--- src/rtl/alu_pkg.sv ---
// Shared ALU definitions for the shared-ALU arbiter and its clients.
// Provides:
//   - the eleven legal 4-bit ALU function codes
//   - is_legal_alufn() membership test
//   - bit positions of the {cf,zf,vf,sf} flag vector
//   - FSM state encoding for the arbiter (IDLE/EXEC/RESP)
//   - alu_op_t, the latched operation bundle
package alu_pkg;

    localparam logic [3:0] ALUFN_ADD  = 4'b0000;
    localparam logic [3:0] ALUFN_SUB  = 4'b0001;
    localparam logic [3:0] ALUFN_PASS = 4'b0011;
    localparam logic [3:0] ALUFN_OR   = 4'b0100;
    localparam logic [3:0] ALUFN_AND  = 4'b0101;
    localparam logic [3:0] ALUFN_XOR  = 4'b0111;
    localparam logic [3:0] ALUFN_SRL  = 4'b1000;
    localparam logic [3:0] ALUFN_SLL  = 4'b1001;
    localparam logic [3:0] ALUFN_SRA  = 4'b1010;
    localparam logic [3:0] ALUFN_SLT  = 4'b1101;
    localparam logic [3:0] ALUFN_SLTU = 4'b1111;

    // Flag vector layout: {cf, zf, vf, sf}
    localparam int unsigned FLAG_CF = 3;
    localparam int unsigned FLAG_ZF = 2;
    localparam int unsigned FLAG_VF = 1;
    localparam int unsigned FLAG_SF = 0;

    // Arbiter FSM encoding
    localparam logic [1:0] ST_IDLE = 2'd0;
    localparam logic [1:0] ST_EXEC = 2'd1;
    localparam logic [1:0] ST_RESP = 2'd2;

    typedef struct packed {
        logic [3:0]  fn;
        logic [31:0] a;
        logic [31:0] b;
        logic [4:0]  shamt;
    } alu_op_t;

    function automatic logic is_legal_alufn(input logic [3:0] fn);
        logic legal;
        case (fn)
            ALUFN_ADD, ALUFN_SUB, ALUFN_PASS, ALUFN_OR, ALUFN_AND,
            ALUFN_XOR, ALUFN_SRL, ALUFN_SLL, ALUFN_SRA, ALUFN_SLT,
            ALUFN_SLTU: legal = 1'b1;
            default:    legal = 1'b0;
        endcase
        return legal;
    endfunction

endpackage

--- src/rtl/alu_share_arbiter_rr_arbiter.sv ---
// Combinational round-robin arbiter.
// Ports:
//   req   in  NREQ  request vector
//   ptr   in  IDW   highest-priority index (must be < NREQ)
//   grant out NREQ  one-hot grant, zero when no request
//   idx   out IDW   encoded index of the granted requester
//   any   out 1     at least one request present
module rr_arbiter #(
    parameter int unsigned NREQ = 2,
    parameter int unsigned IDW  = 3
) (
    input  logic [NREQ-1:0] req,
    input  logic [IDW-1:0]  ptr,
    output logic [NREQ-1:0] grant,
    output logic [IDW-1:0]  idx,
    output logic            any
);

    int unsigned p;
    logic        found;

    // Two ordered passes (indices >= ptr, then indices < ptr) give the
    // wrap-around search without any modulo arithmetic, so NREQ need not
    // be a power of two.
    always_comb begin
        grant = '0;
        idx   = '0;
        found = 1'b0;
        p     = 32'(ptr);
        for (int unsigned i = 0; i < NREQ; i++) begin
            if (!found && req[i] && (i >= p)) begin
                grant[i] = 1'b1;
                idx      = IDW'(i);
                found    = 1'b1;
            end
        end
        for (int unsigned i = 0; i < NREQ; i++) begin
            if (!found && req[i] && (i < p)) begin
                grant[i] = 1'b1;
                idx      = IDW'(i);
                found    = 1'b1;
            end
        end
        any = found;
    end

endmodule

--- src/rtl/alu_share_arbiter.sv ---
// Shares one external 32-bit ALU between NREQ requesters.
// A round-robin grant in IDLE latches the winner's operation, the ALU is
// driven for one EXEC cycle, and its result/flags are returned on a single
// tagged response channel held in RESP until accepted.
// Ports:
//   clk, rst                 clock, async active-high reset
//   req_valid/req_ready      per-requester handshake (ready is one-hot or 0)
//   req_alufn/a/b/shamt      packed per-requester operation payloads
//   alu_a/b/fn/shamt         operands to the external ALU (registered)
//   alu_r, alu_flags         ALU result and {cf,zf,vf,sf}
//   rsp_valid/rsp_ready      response handshake
//   rsp_id/result/flags      served requester, captured result and flags
//   rsp_illegal              latched alufn was not a legal code
//   busy                     FSM not in IDLE
module alu_share_arbiter
    import alu_pkg::*;
#(
    parameter int unsigned NREQ = 2,
    parameter int unsigned IDW  = 3
) (
    input  logic              clk,
    input  logic              rst,
    input  logic [NREQ-1:0]   req_valid,
    output logic [NREQ-1:0]   req_ready,
    input  logic [4*NREQ-1:0] req_alufn,
    input  logic [32*NREQ-1:0] req_a,
    input  logic [32*NREQ-1:0] req_b,
    input  logic [5*NREQ-1:0] req_shamt,
    output logic [31:0]       alu_a,
    output logic [31:0]       alu_b,
    output logic [3:0]        alu_fn,
    output logic [4:0]        alu_shamt,
    input  logic [31:0]       alu_r,
    input  logic [3:0]        alu_flags,
    output logic              rsp_valid,
    input  logic              rsp_ready,
    output logic [IDW-1:0]    rsp_id,
    output logic [31:0]       rsp_result,
    output logic [3:0]        rsp_flags,
    output logic              rsp_illegal,
    output logic              busy
);

    logic [1:0]      state;
    logic [IDW-1:0]  rr_ptr;
    logic [NREQ-1:0] gnt;
    logic [IDW-1:0]  gnt_idx;
    logic            gnt_any;
    alu_op_t         op_sel;
    alu_op_t         op_q;
    logic [IDW-1:0]  id_q;
    logic [31:0]     result_q;
    logic [3:0]      flags_q;
    logic            illegal_q;

    rr_arbiter #(
        .NREQ (NREQ),
        .IDW  (IDW)
    ) u_arb (
        .req   (req_valid),
        .ptr   (rr_ptr),
        .grant (gnt),
        .idx   (gnt_idx),
        .any   (gnt_any)
    );

    // Grant is only offered in IDLE; gating with rst keeps ready low for
    // the whole reset pulse, not just after the first reset edge.
    assign req_ready = (state == ST_IDLE && !rst) ? gnt : '0;

    always_comb begin
        op_sel = '0;
        for (int unsigned i = 0; i < NREQ; i++) begin
            if (gnt[i]) begin
                op_sel.fn    = req_alufn[i*4 +: 4];
                op_sel.a     = req_a[i*32 +: 32];
                op_sel.b     = req_b[i*32 +: 32];
                op_sel.shamt = req_shamt[i*5 +: 5];
            end
        end
    end

    always_ff @(posedge clk or posedge rst) begin
        if (rst) begin
            state     <= ST_IDLE;
            rr_ptr    <= '0;
            op_q      <= '0;
            id_q      <= '0;
            result_q  <= '0;
            flags_q   <= '0;
            illegal_q <= 1'b0;
        end else begin
            case (state)
                ST_IDLE: begin
                    if (gnt_any) begin
                        op_q   <= op_sel;
                        id_q   <= gnt_idx;
                        rr_ptr <= (gnt_idx == IDW'(NREQ - 1)) ? '0 : gnt_idx + 1'b1;
                        state  <= ST_EXEC;
                    end
                end
                ST_EXEC: begin
                    result_q  <= alu_r;
                    flags_q   <= alu_flags;
                    illegal_q <= !is_legal_alufn(op_q.fn);
                    state     <= ST_RESP;
                end
                ST_RESP: begin
                    if (rsp_ready) begin
                        state <= ST_IDLE;
                    end
                end
                default: state <= ST_IDLE;
            endcase
        end
    end

    assign alu_a       = op_q.a;
    assign alu_b       = op_q.b;
    assign alu_fn      = op_q.fn;
    assign alu_shamt   = op_q.shamt;

    assign rsp_valid   = (state == ST_RESP);
    assign rsp_id      = id_q;
    assign rsp_result  = result_q;
    assign rsp_flags   = flags_q;
    assign rsp_illegal = illegal_q;
    assign busy        = (state != ST_IDLE);

endmodule

--- config.mk ---
export PLATFORM = sky130hd
export DESIGN_NAME = alu_share_arbiter
export DESIGN_NICKNAME = d
export VERILOG_FILES = /design/src/rtl/alu_pkg.sv /design/src/rtl/alu_share_arbiter_rr_arbiter.sv /design/src/rtl/alu_share_arbiter.sv
export SDC_FILE = /design/constraint.sdc
export NUM_CORES = 1
export LEC_CHECK = 0
export CAP_MARGIN = 15
export CORE_MARGIN = 2
export CORE_UTILIZATION = 25
export DETAILED_ROUTE_END_ITERATION = 12
export GPL_TIMING_DRIVEN = 0
export PLACE_DENSITY_LB_ADDON = 0.25
export SYNTH_ARGS = -nofsm -noshare
export SYNTH_HDL_FRONTEND = slang
export SYNTH_SLANG_ARGS = --single-unit
--- constraint.sdc ---
create_clock -name clk -period 13.5 [get_ports clk]
set_input_delay 3.375 -clock clk [delete_from_list [all_inputs] [get_ports clk]]
set_output_delay 3.375 -clock clk [all_outputs]
set_load 0.01 [all_outputs]
==> load_flow_metrics.sql, run 1 <==
INSERT INTO impl_metrics (metric_group, metric, value, unit) VALUES
('yosys', 'synthMuxAreaShare', '8.41', '%'),
('place', 'placed_cells', '1023', ''),
('yosys', 'synth.lib_cells_used.distinct', '26', ''),
('min_path', 'min-delay-path-class', 'flop to flop', ''),
('grt', 'grt_max_degree', '69', ''),
('yosys', 'yosys.area_share.simple', '2.29', '%'),
('floorplanning', 'core_area', '0.0200', 'sq mm'),
('min_path', 'timing.hold.worst.start', 'rsp_flags[0]', ''),
('drt', 'drt_first_pass_iters', '5', ''),
('cts', 'cts_htree_levels', '4', ''),
('yosys', 'synth_top_family_by_area', 'compound AO/OA/AOI/OAI gates', ''),
('cts', 'postCtsSetupBuffers', '0', ''),
('drt', 'vias', '5069', ''),
('power', 'clock_power_share', '21.7', '%'),
('timing', 'grt_setup_unrepaired', 'false', ''),
('worst_setup_path', 'crit_slowest_cell', 'sky130_fd_sc_hd__clkdlybuf4s50_1', ''),
('timing', 'max_slew_margin', '64.4', '%'),
('power', 'switchingPower', '0.728', 'mW'),
('cts', 'post_cts_resized', '0', ''),
('place', 'port_buffers', '301', ''),
('min_path', 'hold_depth', '1', ''),
('yosys', 'synth.cell_area', '0.00507', 'sq mm'),
('run_status', 'status', 'completed', ''),
('worst_setup_path', 'critical_path.max_fanout', '10', ''),
('worst_setup_path', 'worst_r2r_path_depth', '5', ''),
('final_layout', 'num-fill-cells', '1932', ''),
('drt', 'initialDrtViolationCount', '211', ''),
('run', 'maxCapViolCount', '0', ''),
('worst_setup_path', 'data_arrival_time_of_the_worst_path', '5440', 'ps'),
('timing', 'fin_skew', '7.02', 'ps'),
('cts', 'clk_latency', '410', 'ps'),
('final_layout', 'num_antenna_cells', '0', ''),
('cts', 'clk_pin_slew', '60', 'ps'),
('final_layout', 'area_growth_syn_to_layout', '78.3', '%'),
('place', 'gp_congestion', '0.754', ''),
('yosys', 'synth.yosys.seq_area_share', '56.3', '%'),
('worst_setup_path', 'cp_cell_instances', 'clkdlybuf4s50_1 -> a21boi_0 -> buf_2 -> buf_2 -> and3_1 -> clkdlybuf4s50_1', ''),
('timing', 'final_min_period_over_clock_period', '65.3', '%'),
('final_layout', 'final_layout_size_suffix_gt1_share', '12.5', '%'),
('cts', 'cts_root_buf', 'sky130_fd_sc_hd__clkbuf_16', ''),
('timing', 'finalWorstPathRequiredPeriod', '8810', 'ps'),
('final_layout', 'mostFrequentLayoutCells', '301 x sky130_fd_sc_hd__clkdlybuf4s50_1, 138 x sky130_fd_sc_hd__a21oi_1, 114 x sky130_fd_sc_hd__dfrtp_1, 69 x sky130_fd_sc_hd__a32oi_1, 37 x sky130_fd_sc_hd__mux2_2', ''),
('grt', 'antenna_found_initial', '0', ''),
('floorplanning', 'rows', '52', ''),
('worst_setup_path', 'crit-reg2reg-launch', 'state[0]', ''),
('worst_setup_path', 'critPathTopFamily', 'buffers and inverters', ''),
('yosys', 'synth_adder_area_share', '0', '%'),
('final_layout', 'fin_util', '45.1', '%'),
('worst_setup_path', 'r2r_end', 'alu_a[21]', ''),
('power', 'total_power_density_per_cell_area', '228', 'mW/mm^2'),
('final_layout', 'layoutNonFillerInstCount', '1055', ''),
('worst_setup_path', 'type_of_element_capturing_the_critical_path', 'output pin', ''),
('worst_setup_path', 'start_kind', 'primary input', ''),
('final_layout', 'design_area', '0.00904', 'sq mm'),
('final_layout', 'nets', '959', ''),
('drt', 'final_antenna_net_count', '0', ''),
('final_layout', 'mostFrequentLayoutCell', 'sky130_fd_sc_hd__clkdlybuf4s50_1', ''),
('timing', 'fin_setup_tns', '0', 'ps'),
('yosys', 'ys.flop_type', 'sky130_fd_sc_hd__dfrtp_1', ''),
('grt', 'via_count_of_the_first_global_routing_pass', '5305', ''),
('floorplanning', 'total_die_area', '0.0214', 'sq mm'),
('yosys', 'post_synth_xor_area_fraction', '0', '%'),
('drt', 'wl_final', '19100', 'microns'),
('floorplanning', 'initial_util', '25.3', '%'),
('cts', 'tritoncts', 'built', ''),
('timing', 'maxClockFrequency', '0.113', 'GHz'),
('floorplanning', 'die_width', '146', 'microns'),
('cts', 'cts_inserted_buffers', '17', ''),
('yosys', 'synthesis.area_per_instance', '11.3', 'sq um'),
('worst_setup_path', 'critical_path_class', 'primary input to output pin', ''),
('yosys', 'synth_compound_gate_area_share', '26.8', '%');
-- sequential cells by signal, indices dropped and copies added (netlist names) --
signal and flops:
rsp_result 32, alu_shamt 5, rsp_flags 4, alu_b 32, alu_fn 4, rsp_id 1
state 2, rr_ptr 1, rsp_illegal 1, alu_a 32
-- worst max path at each step --
stage	end	slack, ps	cells past startpoint
2_1_floorplan	req_ready[0]	3890	2
3_3_place_gp	req_ready[0]	1660	4
3_5_place_dp	req_ready[0]	4650	5
4_1_cts	req_ready[0]	4650	5
5_1_grt	req_ready[1]	4520	7
6_report	req_ready[0]	4690	6
-- cells by family after synthesis --
group / after synthesis
AO/OA/AOI/OAI: 216
multiplexers: 38
flip-flops: 114
AND/OR/NAND/NOR: 18
other: 1
buffers and inverters: 63
-- layer usage --
metal	GRT usage, %	wire, microns	vias up
met2	30.6	9450	187
li1	-	-	2388
met3	4.50	1160	19
met5	0	0	-
met1	22.8	8210	2475
met4	6.07	289	0
-- stage by stage --
stage | worst slack [ps] | hold slack, ps
6_report | 4690 | 501
5_1_grt | 4520 | 520
4_1_cts | 4650 | 505
3_5_place_dp | 4650 | 492
3_3_place_gp | 1660 | 487
2_1_floorplan | 3890 | 490
-- cells in the mapped netlist, types with 2 or more instances --
cell / number / share of area (%)
sky130_fd_sc_hd__inv_1: 8 / 0.59
sky130_fd_sc_hd__o21ai_0: 2 / 0.20
sky130_fd_sc_hd__buf_4: 5 / 0.74
sky130_fd_sc_hd__mux2_2: 37 / 8.2
sky130_fd_sc_hd__a21oi_1: 138 / 14
sky130_fd_sc_hd__buf_1: 2 / 0.15
sky130_fd_sc_hd__nand2b_1: 3 / 0.37
sky130_fd_sc_hd__buf_2: 17 / 1.7
sky130_fd_sc_hd__nand4_1: 8 / 0.99
sky130_fd_sc_hd__o211ai_1: 4 / 0.59
sky130_fd_sc_hd__a32oi_1: 69 / 12
sky130_fd_sc_hd__buf_6: 5 / 1.1
sky130_fd_sc_hd__clkbuf_1: 26 / 1.9
sky130_fd_sc_hd__dfrtp_1: 114 / 56
-- power by group through the flow --
stage	combinational (mW)	clock [mW]	sequential (mW)
floorplan	0.378	0	0.697
global placement	1.00	0	0.615
finish	0.996	0.446	0.618
CTS	1.01	0.458	0.618
detailed placement	1.01	0	0.621
global route	1.08	0.472	0.641
-- final cells by class --
cell class | instances | area (sq um) | share of cell area [%]
repair buffers | 302 | 3040 | 33.6
flip-flops and latches | 114 | 2850 | 31.5
multi-input cells | 274 | 1910 | 21.1
clock buffers | 18 | 429 | 4.75
well taps | 270 | 338 | 3.74
plain buffers | 55 | 284 | 3.14
clock inverters | 14 | 156 | 1.73
inverters | 8 | 35.0 | 0.387
(Power assumes the default switching activity.)
==> run 2: changes to the inputs <==
==> constraint.sdc (replaced) <==
create_clock -name clk -period 8.8 [get_ports clk]
set_input_delay 2.2 -clock clk [delete_from_list [all_inputs] [get_ports clk]]
set_output_delay 2.2 -clock clk [all_outputs]
set_load 0.01 [all_outputs]
==> results of run 2 <==
The final DEF is identical to that of run 1. Status: completed.
Main changes from that run: setup slack after placement 4650 ps -> 2300 ps; setup slack after layout 4690 ps -> 2340 ps; register-to-register setup slack 11720 ps -> 7020 ps; total power 2.06 mW -> 3.16 mW; worst IR drop on VDD 0.0808 mV -> 0.124 mV
